===== config.mk =====
export PLATFORM = sky130hd
export DESIGN_NAME = game_ctl
export DESIGN_NICKNAME = d
export VERILOG_FILES = /design/src/rtl/game_ctl.sv
export SDC_FILE = /design/constraint.sdc
export NUM_CORES = 1
export LEC_CHECK = 0
export ABC_AREA = 1
export BUFFER_PORTS_ARGS = -buffer_cell sky130_fd_sc_hd__buf_2
export CORE_MARGIN = 8
export CORE_UTILIZATION = 25
export DETAILED_ROUTE_END_ITERATION = 6
export GPL_TIMING_DRIVEN = 0
export HOLD_SLACK_MARGIN = 0.08
export SETUP_SLACK_MARGIN = 0.1
export SYNTH_ARGS = -nofsm -noshare
export SYNTH_HDL_FRONTEND = slang
export SYNTH_SLANG_ARGS = --single-unit

===== constraint.sdc =====
create_clock -name clk_i -period 2.3 [get_ports clk_i]
set_clock_uncertainty 0.1 [all_clocks]
set_input_delay 0.46 -clock clk_i [delete_from_list [all_inputs] [get_ports clk_i]]
set_output_delay 0.46 -clock clk_i [all_outputs]
set_load 0.02 [all_outputs]

===== src/rtl/game_ctl.sv =====
// Round/duck sequencer: frame-timed state machine that turns click edges into shots and keeps
// ammo, score, duck and round bookkeeping for the drawing stages.
module game_ctl #(
    parameter int unsigned AMMO            = 3,
    parameter int unsigned START_FRAMES    = 120,
    parameter int unsigned FLY_FRAMES      = 300,
    parameter int unsigned ANIM_FRAMES     = 60,
    parameter int unsigned DUCKS_PER_ROUND = 10,
    parameter int unsigned MIN_HITS        = 6
) (
    input  logic       clk_i,
    input  logic       rst_ni,
    input  logic       new_frame_i,
    input  logic       mouse_left_i,
    input  logic       duck_hit_i,
    output logic [2:0] game_state_o,
    output logic       duck_en_o,
    output logic       duck_respawn_o,
    output logic       shot_fire_o,
    output logic [1:0] ammo_o,
    output logic [7:0] score_o,
    output logic [3:0] round_num_o,
    output logic [3:0] duck_cnt_o
);

    localparam int unsigned TimerW = 16;

    typedef enum logic [2:0] {
        StIdle     = 3'd0,
        StStart    = 3'd1,
        StFly      = 3'd2,
        StFall     = 3'd3,
        StEscape   = 3'd4,
        StRoundEnd = 3'd5,
        StGameOver = 3'd6
    } state_e;

    state_e              state_q, state_d;
    logic [TimerW-1:0]   timer_q, timer_d;
    logic                mouse_left_q;
    logic [1:0]          ammo_q, ammo_d;
    logic [7:0]          score_q, score_d;
    logic [3:0]          round_q, round_d;
    logic [3:0]          duck_cnt_q, duck_cnt_d;
    logic [3:0]          hits_q, hits_d;
    logic                shot_q, shot_d;
    logic                respawn_q, respawn_d;

    logic click;
    logic start_done, fly_done, anim_done;
    logic [3:0] duck_cnt_inc;

    assign click        = mouse_left_i & ~mouse_left_q;
    assign start_done   = new_frame_i && (timer_q == TimerW'(START_FRAMES - 1));
    assign fly_done     = new_frame_i && (timer_q == TimerW'(FLY_FRAMES - 1));
    assign anim_done    = new_frame_i && (timer_q == TimerW'(ANIM_FRAMES - 1));
    assign duck_cnt_inc = duck_cnt_q + 4'd1;

    always_comb begin
        state_d    = state_q;
        timer_d    = new_frame_i ? timer_q + TimerW'(1) : timer_q;
        ammo_d     = ammo_q;
        score_d    = score_q;
        round_d    = round_q;
        duck_cnt_d = duck_cnt_q;
        hits_d     = hits_q;
        shot_d     = 1'b0;
        respawn_d  = 1'b0;

        case (state_q)
            StIdle: begin
                if (click) state_d = StStart;
            end
            StStart: begin
                if (start_done) state_d = StFly;
            end
            StFly: begin
                // A shot in the same cycle as the timeout takes priority over the timeout.
                if (click && (ammo_q != 2'd0)) begin
                    shot_d = 1'b1;
                    ammo_d = ammo_q - 2'd1;
                    if (duck_hit_i) begin
                        score_d = (score_q != 8'hFF) ? score_q + 8'd1 : score_q;
                        hits_d  = hits_q + 4'd1;
                        state_d = StFall;
                    end else if ((ammo_q == 2'd1) || fly_done) begin
                        state_d = StEscape;
                    end
                end else if (fly_done) begin
                    state_d = StEscape;
                end
            end
            StFall, StEscape: begin
                if (anim_done) begin
                    duck_cnt_d = duck_cnt_inc;
                    state_d    = (duck_cnt_inc == 4'(DUCKS_PER_ROUND)) ? StRoundEnd : StFly;
                end
            end
            StRoundEnd: begin
                if (hits_q >= 4'(MIN_HITS)) begin
                    round_d    = (round_q != 4'hF) ? round_q + 4'd1 : round_q;
                    duck_cnt_d = 4'd0;
                    hits_d     = 4'd0;
                    state_d    = StStart;
                end else begin
                    state_d = StGameOver;
                end
            end
            StGameOver: begin
                if (click) begin
                    score_d    = 8'd0;
                    round_d    = 4'd1;
                    duck_cnt_d = 4'd0;
                    hits_d     = 4'd0;
                    state_d    = StIdle;
                end
            end
            default: state_d = StIdle;
        endcase

        if (state_d != state_q) timer_d = '0;

        if ((state_d == StFly) && (state_q != StFly)) begin
            ammo_d    = 2'(AMMO);
            respawn_d = 1'b1;
        end
    end

    always_ff @(posedge clk_i or negedge rst_ni) begin
        if (!rst_ni) begin
            state_q      <= StIdle;
            timer_q      <= '0;
            mouse_left_q <= 1'b0;
            ammo_q       <= 2'd0;
            score_q      <= 8'd0;
            round_q      <= 4'd1;
            duck_cnt_q   <= 4'd0;
            hits_q       <= 4'd0;
            shot_q       <= 1'b0;
            respawn_q    <= 1'b0;
        end else begin
            state_q      <= state_d;
            timer_q      <= timer_d;
            mouse_left_q <= mouse_left_i;
            ammo_q       <= ammo_d;
            score_q      <= score_d;
            round_q      <= round_d;
            duck_cnt_q   <= duck_cnt_d;
            hits_q       <= hits_d;
            shot_q       <= shot_d;
            respawn_q    <= respawn_d;
        end
    end

    assign game_state_o   = state_q;
    assign duck_en_o      = (state_q == StFly);
    assign duck_respawn_o = respawn_q;
    assign shot_fire_o    = shot_q;
    assign ammo_o         = ammo_q;
    assign score_o        = score_q;
    assign round_num_o    = round_q;
    assign duck_cnt_o     = duck_cnt_q;

endmodule


; Yosys cells after proc, flatten, opt, wreduce, memory -nomap -nowiden
; Index checks and enable logic that the tools add are counted.
[op_classes]
shift = 0
mul = 0
bitwise = 2
mux = 35
n_eq_ne = 23
n_div = 0
addsub = 6
order_cmp = 1
n_reduce_logical = 21
[op_table]
columns = cell, n
row1 = two-way mux 16 bit, 2
row2 = two-way mux 4 bit, 8
row3 = two-way mux 8 bit, 4
row4 = two-way mux 3 bit, 10
row5 = case mux 4 bit (3 select lines), 2
row6 = case mux 3 bit (6 select lines), 1
row7 = adder 16 x 1 -> 16 bit (second input constant), 1
row8 = == test 16 x 6 -> 1 bit (second input constant), 1
row9 = == test 16 x 7 -> 1 bit (second input constant), 1
row10 = == test 16 x 9 -> 1 bit (second input constant), 1
row11 = case mux 8 bit (2 select lines), 1
row12 = adder 4 x 1 -> 4 bit (second input constant), 3
row13 = nonzero test 2 bit, 6
row14 = inequality test 2 bit (second input constant), 5
row15 = AND reduction 5 bit, 2
row16 = == test 3 x 2 -> 1 bit (second input constant), 3
row17 = == test 3 bit (second input constant), 3
row18 = adder 8 x 1 -> 8 bit (second input constant), 1
row19 = inequality test 8 bit (second input constant), 1
row20 = case mux 4 bit (2 select lines), 1
row21 = AND reduction 4 bit, 2
row22 = two-way mux 2 bit, 3
row23 = nonzero test 3 bit, 2
row24 = logical AND 1 bit, 5
row25 = other kinds (16), 19
[word_totals]
rom_bits = 0
mem_count = 0
in_bits = 5
ram_bits = 0
latch_bits = 0
reg_bits = 44

; Depth between registers and ports, before layout
[logic_depth]
ltp_word = 11
ltp_mapped = 14
depth_no_buf = 13

; Worst setup path before layout
; No wires, ideal clock.
[synth_path]
path_kind = register to register
start = register state_q[1], in the netlist game_state_o[1]
end = register timer_q[2]
stages_incl_launch_ff = 15
period_less_slack_ns = 2.032
n_path_buf = 1
setup_time_ns = 0.122
arrival_ns = 1.810
slack_ns = 0.268
cell_sequence = dfrtp_1 -> inv_1 -> nor2_2 -> inv_2 -> nor2_4 -> nand2_2 -> nor2_1 -> nand2_1 -> nand2_1 -> nor2_4 -> nand2_2 -> nand2_1 -> nand3_4 -> buf_6 -> nor2_2
[synth_via]
elab_cells_between_ends = 20
classes_between = eq/ne (7) / mux (10) / reduce/logical (3)
[synth_lines]
columns = item, line_no
row1 = start: declaration, 38  ; state_e state_q, state_d;
row2 = start signal: assignment, 131  ; state_q <= StIdle;
row3 = start signal: assignment, 142  ; state_q <= state_d;
row4 = == test 3 x 2 -> 1 bit *, -
row5 = named net duck_en_o, 17  ; output logic duck_en_o,
row6 = case mux 3 bit (6 select lines) *, 70  ; case (state_q)
row7 = named net state_d[2], 38
row8 = inequality test 3 bit *, 121  ; if (state_d != state_q) timer_d = '0;
row9 = two-way mux 16 bit or nonzero test 2 bit (tied branches), -
row10 = end signal: assignment, 143  ; timer_q <= timer_d;
row11 = end: declaration, 39  ; logic [TimerW-1:0] timer_q, timer_d;
; Mark *: on every way through the listed nets, which the timed path passes. The rest lies on a longest branch.
; A chain may end at the register's enable or synchronous reset.

; Worst setup path after layout
[layout_path]
start = register hits_q[0]
end = register timer_q[2]
[layout_via]
elab_chain_cells = 5
elab_cells_between_ends = 6
classes_between = order compare (1) / eq/ne (1) / mux (3) / reduce/logical (1)
[layout_rtl]
columns = item, line_no
row1 = start: declaration, 45  ; logic [3:0] hits_q, hits_d;
row2 = start signal: assignment, 149  ; hits_q <= hits_d;
row3 = >= comparator 4 x 3 -> 1 bit *, 100  ; if (hits_q >= 4'(MIN_HITS)) begin
row4 = two-way mux 3 bit *, 100
row5 = case mux 3 bit (6 select lines) *, 70
row6 = named net state_d[0], 38
row7 = inequality test 3 bit *, 121
row8 = two-way mux 16 bit or nonzero test 2 bit (tied branches), -
; Marks and branches as above.

==> summary.txt <==
Status
  – Status: finished, final reports clean

Global routing
  – Overflow after GRT: 0
  – Tot GR Track Use: 8.75%
  – Largest net degree at the start of global routing: between 40 and 50
  – First-pass GRT wire length: 10500 um
  – Vias in the first global route: around 2300
  – Antenna violations before repair: 0

Die
  – Core area: approximately 11000 um^2
  – Die width: ~120 um
  – # rows: 38
  – Die ar.: about 14000 um^2
  – Starting Density: 25.3%
  – Die H: approximately 120 um
  – IO Pins: 29

Power
  – Pwr Density: roughly 500 nW/um^2
  – Pleak: ~1.6 nW
  – Worst IR drop on VDD: about 0.24 mV

Route
  – Drt wl/cell: around 12 um
  – Via-to-Cell Ratio: 4.53
  – 1st-iter DRT viols: around 140
  – Antenna viol nets, final: 0
  – Drt pass-1 iters: 4
  – Residual DRC count: 0
  – Via Count: approximately 2400
  – Final WL: about 6300 um

STA
  – Setup TNS: 0 ns
  – Final hold viol count: 0
  – Final worst path period share: ~90%
  – Relative max-transition margin: roughly a third
  – Fmax: 480 MHz
  – Final Critical Period: around 2.1 ns
  – Count of final setup violators: 0
  – Final worst slack: approximately 0.22 ns
  – Slew at the pin with the worst max-slew slack: around 1 ns
  – Final max-slew violation count: 0
  – RSZ-0062 raised after global routing: no

Synth
  – Synth Instances: between 300 and 400
  – Compound-Gate Fraction of Synth Area: 6.60%
  – #FFs+latches synth: 44
  – Post-Synth Adder-Cell Area: under 10%
  – Mux contribution to synthesized area: less than 1%
  – Largest area contributor in the synthesized netlist: dfrtp_1
  – Main combinational cell family by area after synthesis: simple AND/OR/NAND/NOR gates
  – Synthesis Warnings: 0
  – Syn nets: between 300 and 400
  – Post-synth ARST share: 100%
  – EDFF count, synth: 0
  – Mapped Area: 2690 um^2
  – Cell variety after synth: 34
  – Largest cells by area after synthesis: dfrtp_1 (40%), nand2_1 (9.6%), inv_1 (7.0%)
  – Synth top area share: between 40% and 50%
  – Simple-gate share of the synthesized area: 34.9%
  – Post-synthesis sequential area ratio: 41.0%
  – Avg Cell Area, Syn: between 7 and 8 um^2
  – Post-synth top flop: dfrtp_1
  – XOR/XNOR share of the synthesized area: 4.56%

Cells and area
  – Layout cells sized above 1: between 20% and 30%
  – Commonest non-fill, non-tap cells in the layout: nand2_1 (64), inv_1 (47), nor2_1 (40), dfrtp_1 (40), nand3_1 (29)
  – Most common cell after layout, fill and taps aside: nand2_1
  – Fill cells: between 1000 and 1500
  – Nets: 409
  – Area Overhead vs Synth: 21.9%
  – Antenna Cells: 0

Clock network
  – Clock net sink count: 44
  – Total CTS buffers: 5
  – CTS H-tree depth: 2
  – CTS tree: done
  – Skew-Pair Late Insertion Delay: approximately 0.30 ns
  – CTS clk-pin slew, worst paths: 0.09 ns
  – Longest Clk Path Bufs: 2
  – Root buf cell: clkbuf_8

Setup path
  – CP max FO: 5
  – CP Capture Type: flop
  – Critical path class: flop to flop
  – Startpoint Class: flop
  – Crit path DAT: roughly 2.2 ns
  – Worst EP required: 2.39 ns

Job
  – Max Cap Violations: 0

Place
  – Port bufs: 28
  – Worst slack, placed: approximately 0.19 ns
  – Dpl hpwl: 4650 um
  – Gpl congestion: ~0.85

Hold path
  – Hold WC Path Type: primary input to flop
[layout make-up]
class	instances	area, um^2	area share, %
Sequential cell	44	1110	33.7
Buffer	2	23.8	0.725
Tap cell	140	175	5.34
Clock inverter	2	10.0	0.305
Timing Repair Buffer	35	223	6.79
Multi-Input combinational cell	254	1460	44.5
Clock buffer	6	82.6	2.52
Inverter	53	199	6.07
[path summary, 6_finish.rpt]
path                                  startpoint  cells after the start  slack [ns]                         to
min in group asynchronous                 rst_ni                      1        0.23  duck_cnt_o[0]$_DFFE_PN0P_
setup reg to reg           hits_q[0]$_DFFE_PN0P_                     14        0.22     timer_q[2]$_DFFE_PN0P_
hold reg to reg            hits_q[2]$_DFFE_PN0P_                      1        0.41      hits_q[2]$_DFFE_PN0P_
setup / recovery           hits_q[0]$_DFFE_PN0P_                     14        0.22     timer_q[2]$_DFFE_PN0P_
max in group asynchronous                 rst_ni                      1        1.18  game_state_o[2]$_DFF_PN0_
hold / removal                      mouse_left_i                      1        0.21     mouse_left_q$_DFF_PN0_
[what timing repair did]
action,4_1_cts,5_1_grt
resized for setup,0,30
hold buffers,0,0
endpoints found under the setup margin,0,20
buffers inserted,0,6
[synth_stat cells (all sizes together) (2+ instances only)]
cell type,instances
nand2,72
nor2,65
inv,53
dfrtp,43
nand3,33
o21ai,17
nand4,12
xor2,11
ha,9
nor3,7
a21oi,5
nand3b,4
o22ai,4
o31ai,3
xnor2,3
and2,2
nor3b,2
[per-layer routing]
| layer | part of all wire, % | vias up | GRT usage (%) |
|---|---|---|---|
| met4 | 1.4 | 0 | 2.65 |
| met3 | 3.2 | 10 | 2.16 |
| li1 | - | 1219 | - |
| met1 | 44 | 1164 | 10.2 |
| met5 | 0 | - | 0 |
| met2 | 51 | 36 | 15.4 |
[critical path, stage by stage (launching register included)]
cell and delay (ns):
dfrtp_1 0.35, inv_1 0.08, ha_1 0.19, nand2_1 0.06, nand3b_1 0.15, nand2_1 0.11, nand2_2 0.07, a21oi_4 0.12
buf_4 0.13, nand4_4 0.11, nand2_2 0.09, nand2_2 0.07, nand3_4 0.12, clkbuf_16 0.17, nor2_2 0.03
[report_power, final]
| part | internal (mW) | total [mW] | switching [mW] |
|---|---|---|---|
| Combinational | 0.134 | 0.275 | 0.141 |
| Clock | 0.240 | 0.517 | 0.277 |
| Sequential | 0.800 | 0.835 | 0.0359 |
[state kept, by name, indices dropped and copies added, names as in the netlist]
signal and count:
timer_q 16, score_o 8, duck_cnt_o 4, hits_q 4
round_num_o 4, game_state_o 3, ammo_o 2, duck_respawn_o 1
mouse_left_q 1, shot_fire_o 1
[through the flow]
step | cell area (um^2) | hold WS [ns] | total power, mW | util (%) | std cells
after global routing | 3280 | 0.198 | 1.72 | 30.8 | 536
after CTS | 3100 | 0.209 | 1.55 | 29.1 | 529
final | 3280 | 0.208 | 1.63 | 30.8 | 536
after floorplan | 2690 | 0.0644 | 0.976 | - | 353
after global placement | 3010 | 0.386 | 1.03 | 28.2 | 521
after detailed placement | 3010 | 0.393 | 1.03 | 28.2 | 521
[logic make-up after synthesis]
family,count (synthesis)
xor gates and xnor gates,14
muxes,2
buffers and inverters,55
and+or+nand+nor,198
DFF,44
AOI/OAI and AO/OA,31
adders and majority gates,9
(Power assumes the default switching activity.)
